===== src/rtl/riscv_pkg.sv =====
// Shared definitions for the multicycle RISC-V controller: FSM state
// encoding, opcode values, datapath mux selects and ALU operation codes.
package riscv_pkg;

    // FSM states; the 4-bit encoding is visible on the debug state port.
    typedef enum logic [3:0] {
        FETCH    = 4'd0,
        DECODE   = 4'd1,
        MEMADR   = 4'd2,
        MEMREAD  = 4'd3,
        MEMWB    = 4'd4,
        MEMWRITE = 4'd5,
        EXECUTER = 4'd6,
        EXECUTEI = 4'd7,
        ALUWB    = 4'd8,
        BRANCH   = 4'd9,
        JAL      = 4'd10,
        JALR     = 4'd11,
        LUI      = 4'd12
    } state_t;

    // Opcodes recognised by the decoder.
    localparam logic [6:0] OP_LOAD   = 7'b0000011;
    localparam logic [6:0] OP_STORE  = 7'b0100011;
    localparam logic [6:0] OP_RTYPE  = 7'b0110011;
    localparam logic [6:0] OP_ITYPE  = 7'b0010011;
    localparam logic [6:0] OP_BRANCH = 7'b1100011;
    localparam logic [6:0] OP_JAL    = 7'b1101111;
    localparam logic [6:0] OP_JALR   = 7'b1100111;
    localparam logic [6:0] OP_LUI    = 7'b0110111;

    // ALU operation codes.
    localparam logic [4:0] ALU_ADD = 5'b00010;
    localparam logic [4:0] ALU_SUB = 5'b01010;
    localparam logic [4:0] ALU_OR  = 5'b00111;
    localparam logic [4:0] ALU_AND = 5'b00011;
    localparam logic [4:0] ALU_SLL = 5'b00000;
    localparam logic [4:0] ALU_SRL = 5'b10000;
    localparam logic [4:0] ALU_SLT = 5'b00001;

    // Datapath mux selects.
    localparam logic [1:0] SRCA_PC     = 2'b00;
    localparam logic [1:0] SRCA_OLDPC  = 2'b01;
    localparam logic [1:0] SRCA_RD1    = 2'b10;
    localparam logic [1:0] SRCB_RD2    = 2'b00;
    localparam logic [1:0] SRCB_IMM    = 2'b01;
    localparam logic [1:0] SRCB_FOUR   = 2'b10;
    localparam logic [1:0] RES_ALUOUT  = 2'b00;
    localparam logic [1:0] RES_DATA    = 2'b01;
    localparam logic [1:0] RES_ALURES  = 2'b10;
    localparam logic [1:0] RES_IMM     = 2'b11;

    // Immediate formats.
    localparam logic [2:0] IMM_I = 3'b000;
    localparam logic [2:0] IMM_S = 3'b001;
    localparam logic [2:0] IMM_B = 3'b010;
    localparam logic [2:0] IMM_U = 3'b011;
    localparam logic [2:0] IMM_J = 3'b100;

    // Immediate format implied by an opcode; unknown opcodes fall back to I.
    function automatic logic [2:0] imm_src_of(input logic [6:0] opcode);
        case (opcode)
            OP_STORE:  return IMM_S;
            OP_BRANCH: return IMM_B;
            OP_LUI:    return IMM_U;
            OP_JAL:    return IMM_J;
            default:   return IMM_I;
        endcase
    endfunction

endpackage


===== src/rtl/alu_decoder.sv =====
// ALU operation decode from funct3/funct7. funct7 only matters for R-type
// instructions, where it separates sub from add.
module alu_decoder
    import riscv_pkg::*;
(
    input  logic [2:0] funct3_i,
    input  logic [6:0] funct7_i,
    input  logic       use_funct7_i,
    output logic [4:0] alu_control_o
);

    // Map funct3 to an ALU operation; unlisted funct3 values select 00000.
    always_comb begin
        // NOTE: every always_comb output gets a value before any branch so no latch is inferred.
        alu_control_o = ALU_SLL;
        case (funct3_i)
            3'b000:  alu_control_o = (use_funct7_i && funct7_i == 7'b0100000) ? ALU_SUB : ALU_ADD;
            3'b001:  alu_control_o = ALU_SLL;
            3'b010:  alu_control_o = ALU_SLT;
            3'b101:  alu_control_o = ALU_SRL;
            3'b110:  alu_control_o = ALU_OR;
            3'b111:  alu_control_o = ALU_AND;
            default: alu_control_o = ALU_SLL;
        endcase
    end

endmodule


===== src/rtl/multicycle_controller.sv =====
// Main control FSM of a multicycle RISC-V datapath. Mux selects follow the
// current state; strobes are gated by rst_n so they fall the moment reset
// asserts. Defining PERF_COUNTER_EN adds free-running cycle and retired-
// instruction counters.
module multicycle_controller
    import riscv_pkg::*;
(
    input  logic        clk,
    input  logic        rst_n,
    input  logic [31:0] Instr,
    input  logic        Zero,
    input  logic        Negative,
    input  logic        mem_ready,
    output logic        PCWrite,
    output logic        IRWrite,
    output logic        MemWrite,
    output logic        RegWrite,
    output logic        AdrSrc,
    output logic [1:0]  ALUSrcA,
    output logic [1:0]  ALUSrcB,
    output logic [1:0]  ResultSrc,
    output logic [4:0]  ALUControl,
    output logic [2:0]  ImmSrc,
    output logic [3:0]  state
`ifdef PERF_COUNTER_EN
    ,
    output logic [31:0] cycle_count,
    output logic [31:0] instret_count
`endif
);

    state_t     state_q, state_d;
    logic [6:0] opcode;
    logic [2:0] funct3;
    logic [4:0] alu_op;
    logic       pc_write_c, ir_write_c, mem_write_c, reg_write_c;
    logic       branch_taken;
    logic       unused_instr_bits;

    assign opcode            = Instr[6:0];
    assign funct3            = Instr[14:12];
    assign unused_instr_bits = ^{Instr[24:15], Instr[11:7]};

    alu_decoder u_alu_decoder (
        .funct3_i      (funct3),
        .funct7_i      (Instr[31:25]),
        .use_funct7_i  (state_q == EXECUTER),
        .alu_control_o (alu_op)
    );

    assign ImmSrc = imm_src_of(opcode);
    assign state  = state_q;

    // Branch condition selected by funct3; unsupported compares never branch.
    always_comb begin
        branch_taken = 1'b0;
        case (funct3)
            3'b000:  branch_taken = Zero;
            3'b001:  branch_taken = !Zero;
            3'b100:  branch_taken = Negative;
            3'b101:  branch_taken = !Negative;
            default: branch_taken = 1'b0;
        endcase
    end

    // Next-state and per-state control decode.
    always_comb begin
        state_d     = state_q;
        pc_write_c  = 1'b0;
        ir_write_c  = 1'b0;
        mem_write_c = 1'b0;
        reg_write_c = 1'b0;
        AdrSrc      = 1'b0;
        ALUSrcA     = SRCA_PC;
        ALUSrcB     = SRCB_RD2;
        ResultSrc   = RES_ALUOUT;
        ALUControl  = ALU_ADD;
        case (state_q)
            FETCH: begin
                ALUSrcB    = SRCB_FOUR;
                ResultSrc  = RES_ALURES;
                ir_write_c = mem_ready;
                pc_write_c = mem_ready;
                if (mem_ready) state_d = DECODE;
            end
            DECODE: begin
                ALUSrcA = SRCA_OLDPC;
                ALUSrcB = SRCB_IMM;
                case (opcode)
                    OP_LOAD, OP_STORE: state_d = MEMADR;
                    OP_RTYPE:          state_d = EXECUTER;
                    OP_ITYPE:          state_d = EXECUTEI;
                    OP_BRANCH:         state_d = BRANCH;
                    OP_JAL:            state_d = JAL;
                    OP_JALR:           state_d = JALR;
                    OP_LUI:            state_d = LUI;
                    default:           state_d = FETCH;
                endcase
            end
            MEMADR: begin
                ALUSrcA = SRCA_RD1;
                ALUSrcB = SRCB_IMM;
                state_d = (opcode == OP_LOAD) ? MEMREAD : MEMWRITE;
            end
            MEMREAD: begin
                AdrSrc = 1'b1;
                if (mem_ready) state_d = MEMWB;
            end
            MEMWB: begin
                ResultSrc   = RES_DATA;
                reg_write_c = 1'b1;
                state_d     = FETCH;
            end
            MEMWRITE: begin
                AdrSrc      = 1'b1;
                mem_write_c = 1'b1;
                if (mem_ready) state_d = FETCH;
            end
            EXECUTER: begin
                ALUSrcA    = SRCA_RD1;
                ALUControl = alu_op;
                state_d    = ALUWB;
            end
            EXECUTEI: begin
                ALUSrcA    = SRCA_RD1;
                ALUSrcB    = SRCB_IMM;
                ALUControl = alu_op;
                state_d    = ALUWB;
            end
            ALUWB: begin
                reg_write_c = 1'b1;
                state_d     = FETCH;
            end
            BRANCH: begin
                ALUSrcA    = SRCA_RD1;
                ALUControl = ALU_SUB;
                pc_write_c = branch_taken;
                state_d    = FETCH;
            end
            JALR: begin
                ALUSrcA = SRCA_RD1;
                ALUSrcB = SRCB_IMM;
                state_d = JAL;
            end
            JAL: begin
                ALUSrcA    = SRCA_OLDPC;
                ALUSrcB    = SRCB_FOUR;
                pc_write_c = 1'b1;
                state_d    = ALUWB;
            end
            LUI: begin
                ResultSrc   = RES_IMM;
                reg_write_c = 1'b1;
                state_d     = FETCH;
            end
            default: state_d = FETCH;
        endcase
    end

    // Strobes are masked combinationally so reset silences them without waiting for a clock.
    assign PCWrite  = pc_write_c  & rst_n;
    assign IRWrite  = ir_write_c  & rst_n;
    assign MemWrite = mem_write_c & rst_n;
    assign RegWrite = reg_write_c & rst_n;

    // State register; reset aborts any instruction and returns to FETCH.
    always_ff @(posedge clk or negedge rst_n) begin
        // NOTE: sequential state uses non-blocking assignments so all registers update together.
        if (!rst_n) state_q <= FETCH;
        else        state_q <= state_d;
    end

`ifdef PERF_COUNTER_EN
    logic [31:0] cycle_count_q, instret_count_q;

    // Cycle counter and retired-instruction counter (counts each return to FETCH).
    always_ff @(posedge clk or negedge rst_n) begin
        if (!rst_n) begin
            cycle_count_q   <= 32'd0;
            instret_count_q <= 32'd0;
        end else begin
            cycle_count_q <= cycle_count_q + 32'd1;
            if (state_q != FETCH && state_d == FETCH)
                instret_count_q <= instret_count_q + 32'd1;
        end
    end

    assign cycle_count   = cycle_count_q;
    assign instret_count = instret_count_q;
`endif

endmodule


===== config.mk =====
export PLATFORM = sky130hd
export DESIGN_NAME = multicycle_controller
export DESIGN_NICKNAME = d
export VERILOG_FILES = /design/src/rtl/riscv_pkg.sv /design/src/rtl/alu_decoder.sv /design/src/rtl/multicycle_controller.sv
export SDC_FILE = /design/constraint.sdc
export NUM_CORES = 1
export LEC_CHECK = 0
export CAP_MARGIN = 20
export CORE_UTILIZATION = 31
export DETAILED_ROUTE_END_ITERATION = 8
export PLACE_DENSITY_LB_ADDON = 0.15
export SYNTH_ARGS = -nofsm -noshare
export SYNTH_HDL_FRONTEND = slang
export SYNTH_SLANG_ARGS = --single-unit

===== constraint.sdc =====
create_clock -name clk -period 2 [get_ports clk]
set_input_delay 0.4 -clock clk [delete_from_list [all_inputs] [get_ports clk]]
set_output_delay 0.4 -clock clk [all_outputs]
set_load 0.005 [all_outputs]

==> results of run 1 <==
-- stage by stage --
| step | utilization | setup TNS [ns] | total power [uW] |
|---|---|---|---|
| 3_5_place_dp | 0.628 | -2.51 | 280 |
| 6_report | 0.720 | 0 | 394 |
| 4_1_cts | 0.705 | -0.121 | 391 |
| 5_1_grt | 0.720 | -0.114 | 422 |
| 2_1_floorplan | - | 0 | 158 |
| 3_3_place_gp | 0.628 | -2.34 | 277 |
-- routing by layer --
metal	global-route usage	up-vias	wire length, um
li1	-	497	-
met1	0.234	452	927
met2	0.397	40	1260
met3	0.0111	2	131
met4	0.0833	0	21
met5	0	-	0
-- layout by cell type, fill, tap and decap left out, types with 2 or more instances in the layout --
| master | count |
|---|---|
| clkdlybuf4s15_1 | 2 |
| o21ai_1 | 3 |
| clkbuf_4 | 3 |
| nor3_1 | 3 |
| buf_6 | 5 |
| nor3_2 | 2 |
| dlymetal6s2s_1 | 4 |
| and2_1 | 2 |
| nor4_1 | 2 |
| nand2b_1 | 4 |
| nand3b_1 | 3 |
| dlygate4sd2_1 | 18 |
| nand2_1 | 16 |
| nor2b_1 | 2 |
| clkdlybuf4s50_1 | 16 |
| dfrtp_1 | 4 |
| nor2_2 | 3 |
| nand3_1 | 2 |
| clkbuf_2 | 3 |
| o21ai_0 | 4 |
| nand4b_1 | 3 |
| buf_4 | 27 |
| nor2_1 | 6 |
| a21oi_1 | 3 |
| o311ai_0 | 2 |
-- where the power goes --
group / internal (uW) / switching, uW / total (uW) / leakage (uW)
combinational: 121 / 86.0 / 207 / 0.000635
sequential: 84.9 / 2.51 / 87.4 / 0.0000538
clock: 67.1 / 32.7 / 99.8 / 0.0000138
-- final cells by class --
class / count / share of cell area
Tap cell: 27 / 0.0237
Inverter: 2 / 0.00701
Sequential cell: 4 / 0.0701
Multi-Input combinational cell: 85 / 0.412
Timing Repair Buffer: 76 / 0.472
Clock buffer: 3 / 0.0158
-- timing repair --
| action | 4_1_cts | 5_1_grt |
|---|---|---|
| resized for setup | 45 | 15 |
| setup endpoints to repair | 18 | 10 |
| gates cloned | 0 | 0 |
| buffers inserted | 11 | 2 |
| pin swaps | 11 | 2 |
-- synthesized netlist by cell type, types with 2 or more instances --
| master | number |
|---|---|
| a21oi_1 | 4 |
| and2_1 | 3 |
| buf_2 | 2 |
| clkbuf_1 | 2 |
| dfrtp_1 | 4 |
| mux2i_1 | 2 |
| nand2_1 | 16 |
| nand2b_1 | 4 |
| nand3_1 | 2 |
| nand3b_1 | 3 |
| nand4b_1 | 3 |
| nor2_1 | 9 |
| nor2b_1 | 2 |
| nor3_1 | 6 |
| nor4_1 | 3 |
| nor4b_1 | 2 |
| o21ai_0 | 5 |
| o21ai_1 | 2 |
| o311ai_0 | 2 |
| xnor2_1 | 2 |
| xor2_1 | 2 |
-- cells by family (layout without fill, tap and decap cells) --
| kind of cell | after synthesis | in the layout | share of synthesized area |
|---|---|---|---|
| AOI/OAI and AO/OA | 16 | 16 | 0.146 |
| muxes | 3 | 3 | 0.0474 |
| and+or+nand+nor | 62 | 62 | 0.537 |
| xor gates and xnor gates | 4 | 4 | 0.0531 |
| buffers and inverters | 8 | 81 | 0.0645 |
| DFF | 4 | 4 | 0.152 |
-- worst max-delay path: stages (launching register included) --
cell and delay (ns):
dfrtp_1 0.35, buf_4 0.13, inv_4 0.03, or4b_4 0.50, nor3_4 0.13, o21a_1 0.12, clkbuf_2 0.10
-- worst paths after layout --
kind / end / slack (ns)
max: PCWrite / 0.01
min: state[3] / 0.31
max reg2reg: state[1] / 0.47
min reg2reg: state[3] / 0.68
max in group asynchronous: state[1] / 1.59
min in group clk: state[0] / 0.54
==> metrics.md, run 1 <==
| Metric | Value |
|---|---|
| Top_reg_cell synth | dfrtp_1 |
| Critical path endpoint category | output pin |
| Clock buffer depth | 2 |
| Leak pwr | 0.000702 uW |
| Core area | a little under 2000 um2 |
| Vias per cell | 5.03 |
| Setup ws final | 0.0148 ns |
| Crit path kind | flip-flop to output pin |
| #FFs+latches synth | 4 |
| Layout net count | 209 |
| Post-Syn Area | 659 um2 |
| Synth top area share | 0.152 |
| CTS H-tree lvls | 1 |
| First-pass GRT wire length | about 3400 um |
| Ys Warns | 0 |
| Fin. Hold Viols | 0 |
| Fraction of layout cells with a size suffix above 1 | 0.359 |
| Cells after Synth | 97 |
| Async SR Flop Fraction | 1.00 |
| Initial antenna violation count | 0 |
| Setup violators final | 0 |
| Register-to-Register Path Depth | 5 |
| Status | finished, final reports clean |
| Final Skew | 0.00353 ns |
| Largest area contributor in the netlist | dfrtp_1 |
| Placement Setup Slack | -0.453 ns |
| Detailed Route Iter0 Violations | 17 |
| Synthesis-to-layout area growth | 117% |
| CTS tree | done |
| Worst Setup SP | state[3] |
| Routed Wire Length | 2340 um |
| Largest net degree at the start of global routing | 17 |
| Power per cell area | between 200 and 300 nW/um2 |
| DR pass1 iterations | 4 |
| Average cell area after synthesis | 6.80 um2 |
| Final Cell Area | 1430 um2 |
| Placed wire-length estimate | 1600 um |
| Crit path DAT | 1.59 ns |
| RSZ-0062 raised after global routing | true |
| Clk_lat worst skew | 0.23 ns |
| Die ar. | 2320 um2 |
| Register area | between 100 and 150 um2 |
| Max IR drop VDD | around 0.24 mV |
| Post-DR wirelength/cell | 11.9 um |
| Slew @ Worst Pin | 0.445 ns |
| Placed cells | between 150 and 200 |
| Worst r2r src | state[1] |
| Boundary Pins | 60 |
| Multi-input gate area | 588 um2 |
| Crit path time final | 1.99 ns |
| Total global routing track utilization | 0.206 |
| Via count | 991 |
| Antenna cells | 0 |
| Yosys cell types | 38 |
| Number of remaining DRC errors | 0 |
| CP required | 1.60 ns |
| Synth area leaders | dfrtp_1 (15%), nand2_1 (9.1%), nor2_1 (5.1%), nor3_1 (4.6%), nand4b_1 (4.0%) |
| Layout Cells excl Fill | 197 |
| CP max FO | 2 |
| GRT Residual Overflow | 0 |
| Clock tree sinks | 4 |
| Area of placed instances | 1240 um2 |
| Initial Util | 0.333 |
| TritonCTS Buffers | 3 |
| Layout fillers | 151 |
| Fmax | 504 MHz |
| Antenna-violating nets left | 0 |
| Buffers on Ports | 44 |
| Die width | 48.1 um |
| Max-cap violations | 0 |
| Startpoint Class | flip-flop |
| # hold bufs at CTS | 0 |
| Hold Path Class | input pin to async pin |
| Fin crit share | 0.993 |
| WHS | 0.309 ns |
| EDFF count, synth | 0 |
| Vias in the first global route | 849 |
| Net count after synthesis | approximately 130 |
| Max_slew headroom | 0.699 |
| Worst-path clk slew | around 0.04 ns |
| Chip height | 48.1 um |
| Sequential fraction of the synthesis area | 0.152 |
| Row Count | 16 |
| Largest register FFs | 4 |
| GP Congestion | roughly 0.8 |
| Slew Viols, Final | 0 |
| CTS root buffer | clkbuf_4 |
(Power assumes the default switching activity.)
==> run 2, diff against run 1 <==
--- a/config.mk
+++ b/config.mk
@@ -9,6 +9,8 @@
 export CORE_UTILIZATION = 31
 export DETAILED_ROUTE_END_ITERATION = 8
 export PLACE_DENSITY_LB_ADDON = 0.15
+export REMOVE_ABC_BUFFERS = 1
+export SKIP_LAST_GASP = 1
 export SYNTH_ARGS = -nofsm -noshare
 export SYNTH_HDL_FRONTEND = slang
 export SYNTH_SLANG_ARGS = --single-unit
==> metrics.md, run 2 (synthesized netlist as in run 1, its figures left out) <==
| Metric | Value |
|---|---|
| DR pass1 iterations | 4 |
| Power per cell area | roughly 270 nW/um2 |
| Antenna-violating nets left | 0 |
| Slew Viols, Final | 0 |
| Initial Util | 0.333 |
| GP Congestion | 0.777 |
| Vias in the first global route | 905 |
| Die width | 48.1 um |
| Violated checks | setup timing |
| Layout Cells excl Fill | 199 |
| TritonCTS Buffers | 3 |
| Hold Path Class | input pin to async pin |
| Via count | about 1000 |
| CP max FO | 2 |
| Crit path kind | flip-flop to output pin |
| Slowest CP cell | or4b_4 |
| WHS | 0.293 ns |
| CP bufs+invs | 3 |
| Fraction of layout cells with a size suffix above 1 | 0.360 |
| Layout net count | 211 |
| Max stage delay on crit path | 0.50 ns |
| CTS tree | done |
| Chip height | 48.1 um |
| Crit path DAT | 1.66 ns |
| Most frequent cells in the layout | buf_4 (26), clkdlybuf4s50_1 (17), nand2_1 (16), dlygate4sd2_1 (16), buf_6 (7) |
| Total global routing track utilization | 0.229 |
| Crit-path leading delay family | simple AND/OR/NAND/NOR gates |
| # hold bufs at CTS | 0 |
| Die ar. | ~2300 um2 |
| Setup violators final | 1 |
| Clk_lat worst skew | 0.24 ns |
| Antenna cells | 0 |
| Max-cap violations | 0 |
| Buffers on Ports | 44 |
| Setup ws final | -0.0559 ns |
| Boundary Pins | 60 |
| Initial antenna violation count | 0 |
| Synthesis-to-layout area growth | 115% |
| Crit path time final | a little over 2 ns |
| Number of remaining DRC errors | 0 |
| Row Count | 16 |
| Clock tree sinks | 4 |
| Ordered cell list for the critical path | buf_6, inv_4, or4b_4, nor3_2, o21a_1, clkbuf_2 |
| Detailed Route Iter0 Violations | 13 |
| Commonest non-fill, non-tap cell in the layout | buf_4 |
| Placed wire-length estimate | 1630 um |
| Core area | between 1500 and 2000 um2 |
| Critical path endpoint category | output pin |
| Slew @ Worst Pin | 0.412 ns |
| Startpoint Class | flip-flop |
| GRT Residual Overflow | 0 |
| Max IR drop VDD | 0.188 mV |
| Largest register FFs | 4 |
| Fmax | a little under 500 MHz |
| Largest net degree at the start of global routing | 17 |
| Clock buffer depth | 2 |
| CTS H-tree lvls | 1 |
| Fin. Hold Viols | 0 |
| Layout fillers | about 170 |
| Placed cells | between 150 and 200 |
| First-pass GRT wire length | 3630 um |
| CP required | 1.60 ns |
| Vias per cell | 5.24 |
| Status | complete, but fails checks |
| Routed Wire Length | 2520 um |
| Max_slew headroom | 0.721 |
| Leak pwr | 0.000695 uW |
| CTS root buffer | clkbuf_4 |
| Worst-path clk slew | 0.04 ns |
| Fin crit share | 1.03 |
| RSZ-0062 raised after global routing | true |
| Final Skew | 0.000269 ns |
| Post-DR wirelength/cell | 12.7 um |
==> run 2: per-layer routing <==
layer / GRT usage / share of wire / up-vias
met1: 0.221 / 0.38 / 463
li1: - / - / 505
met5: 0 / 0 / -
met3: 0.0444 / 0.050 / 14
met4: 0.0833 / 0.023 / 0
met2: 0.468 / 0.54 / 60
==> run 2: final timing paths <==
| path | startpoint | to | slack, ns | cells after the start |
|---|---|---|---|---|
| worst max-delay path | state[3] | PCWrite | -0.06 | 6 |
| worst min-delay path | rst_n | state[0] | 0.29 | 2 |
| worst max register to register | state[1] | state[0] | 0.53 | 5 |
| worst min register to register | state[2] | state[3] | 0.74 | 4 |
| max in group asynchronous | rst_n | state[1] | 1.61 | 2 |
| min in group clk | Instr[2] | state[1] | 0.71 | 4 |
==> run 2: power by group <==
| part | total, uW | leakage (uW) | switching [uW] | internal [uW] |
|---|---|---|---|---|
| registers | 87.4 | 0.0000538 | 2.52 | 84.8 |
| logic | 198 | 0.000627 | 83.9 | 114 |
| clock network | 102 | 0.0000138 | 34.8 | 67.2 |
==> run 2: metrics by stage <==
stage	util	power, uW	setup TNS [ns]	cell area [um2]	worst slack, ns
6_report	0.716	387	-0.0559	1420	-0.0559
5_1_grt	0.716	418	-0.258	1420	-0.116
4_1_cts	0.708	386	-0.254	1400	-0.124
3_5_place_dp	0.635	279	-2.60	1260	-0.411
3_3_place_gp	0.635	276	-2.30	1260	-0.380
2_1_floorplan	-	153	0	627	0.201
==> run 2: repair_timing <==
item	4_1_cts	5_1_grt
gates cloned	0	0
setup buffers	10	4
setup endpoints to repair	18	12
resized for setup	50	15
pin swaps	8	4
==> run 2: final cells by class <==
| cell class | count | area (um2) | area share |
|---|---|---|---|
| sequential | 4 | 100 | 0.0705 |
| tap | 27 | 33.8 | 0.0238 |
| clock buffer | 3 | 22.5 | 0.0159 |
| multi-input combinational | 85 | 564 | 0.398 |
| inverter | 2 | 10.0 | 0.00705 |
| timing repair buffer | 78 | 688 | 0.485 |
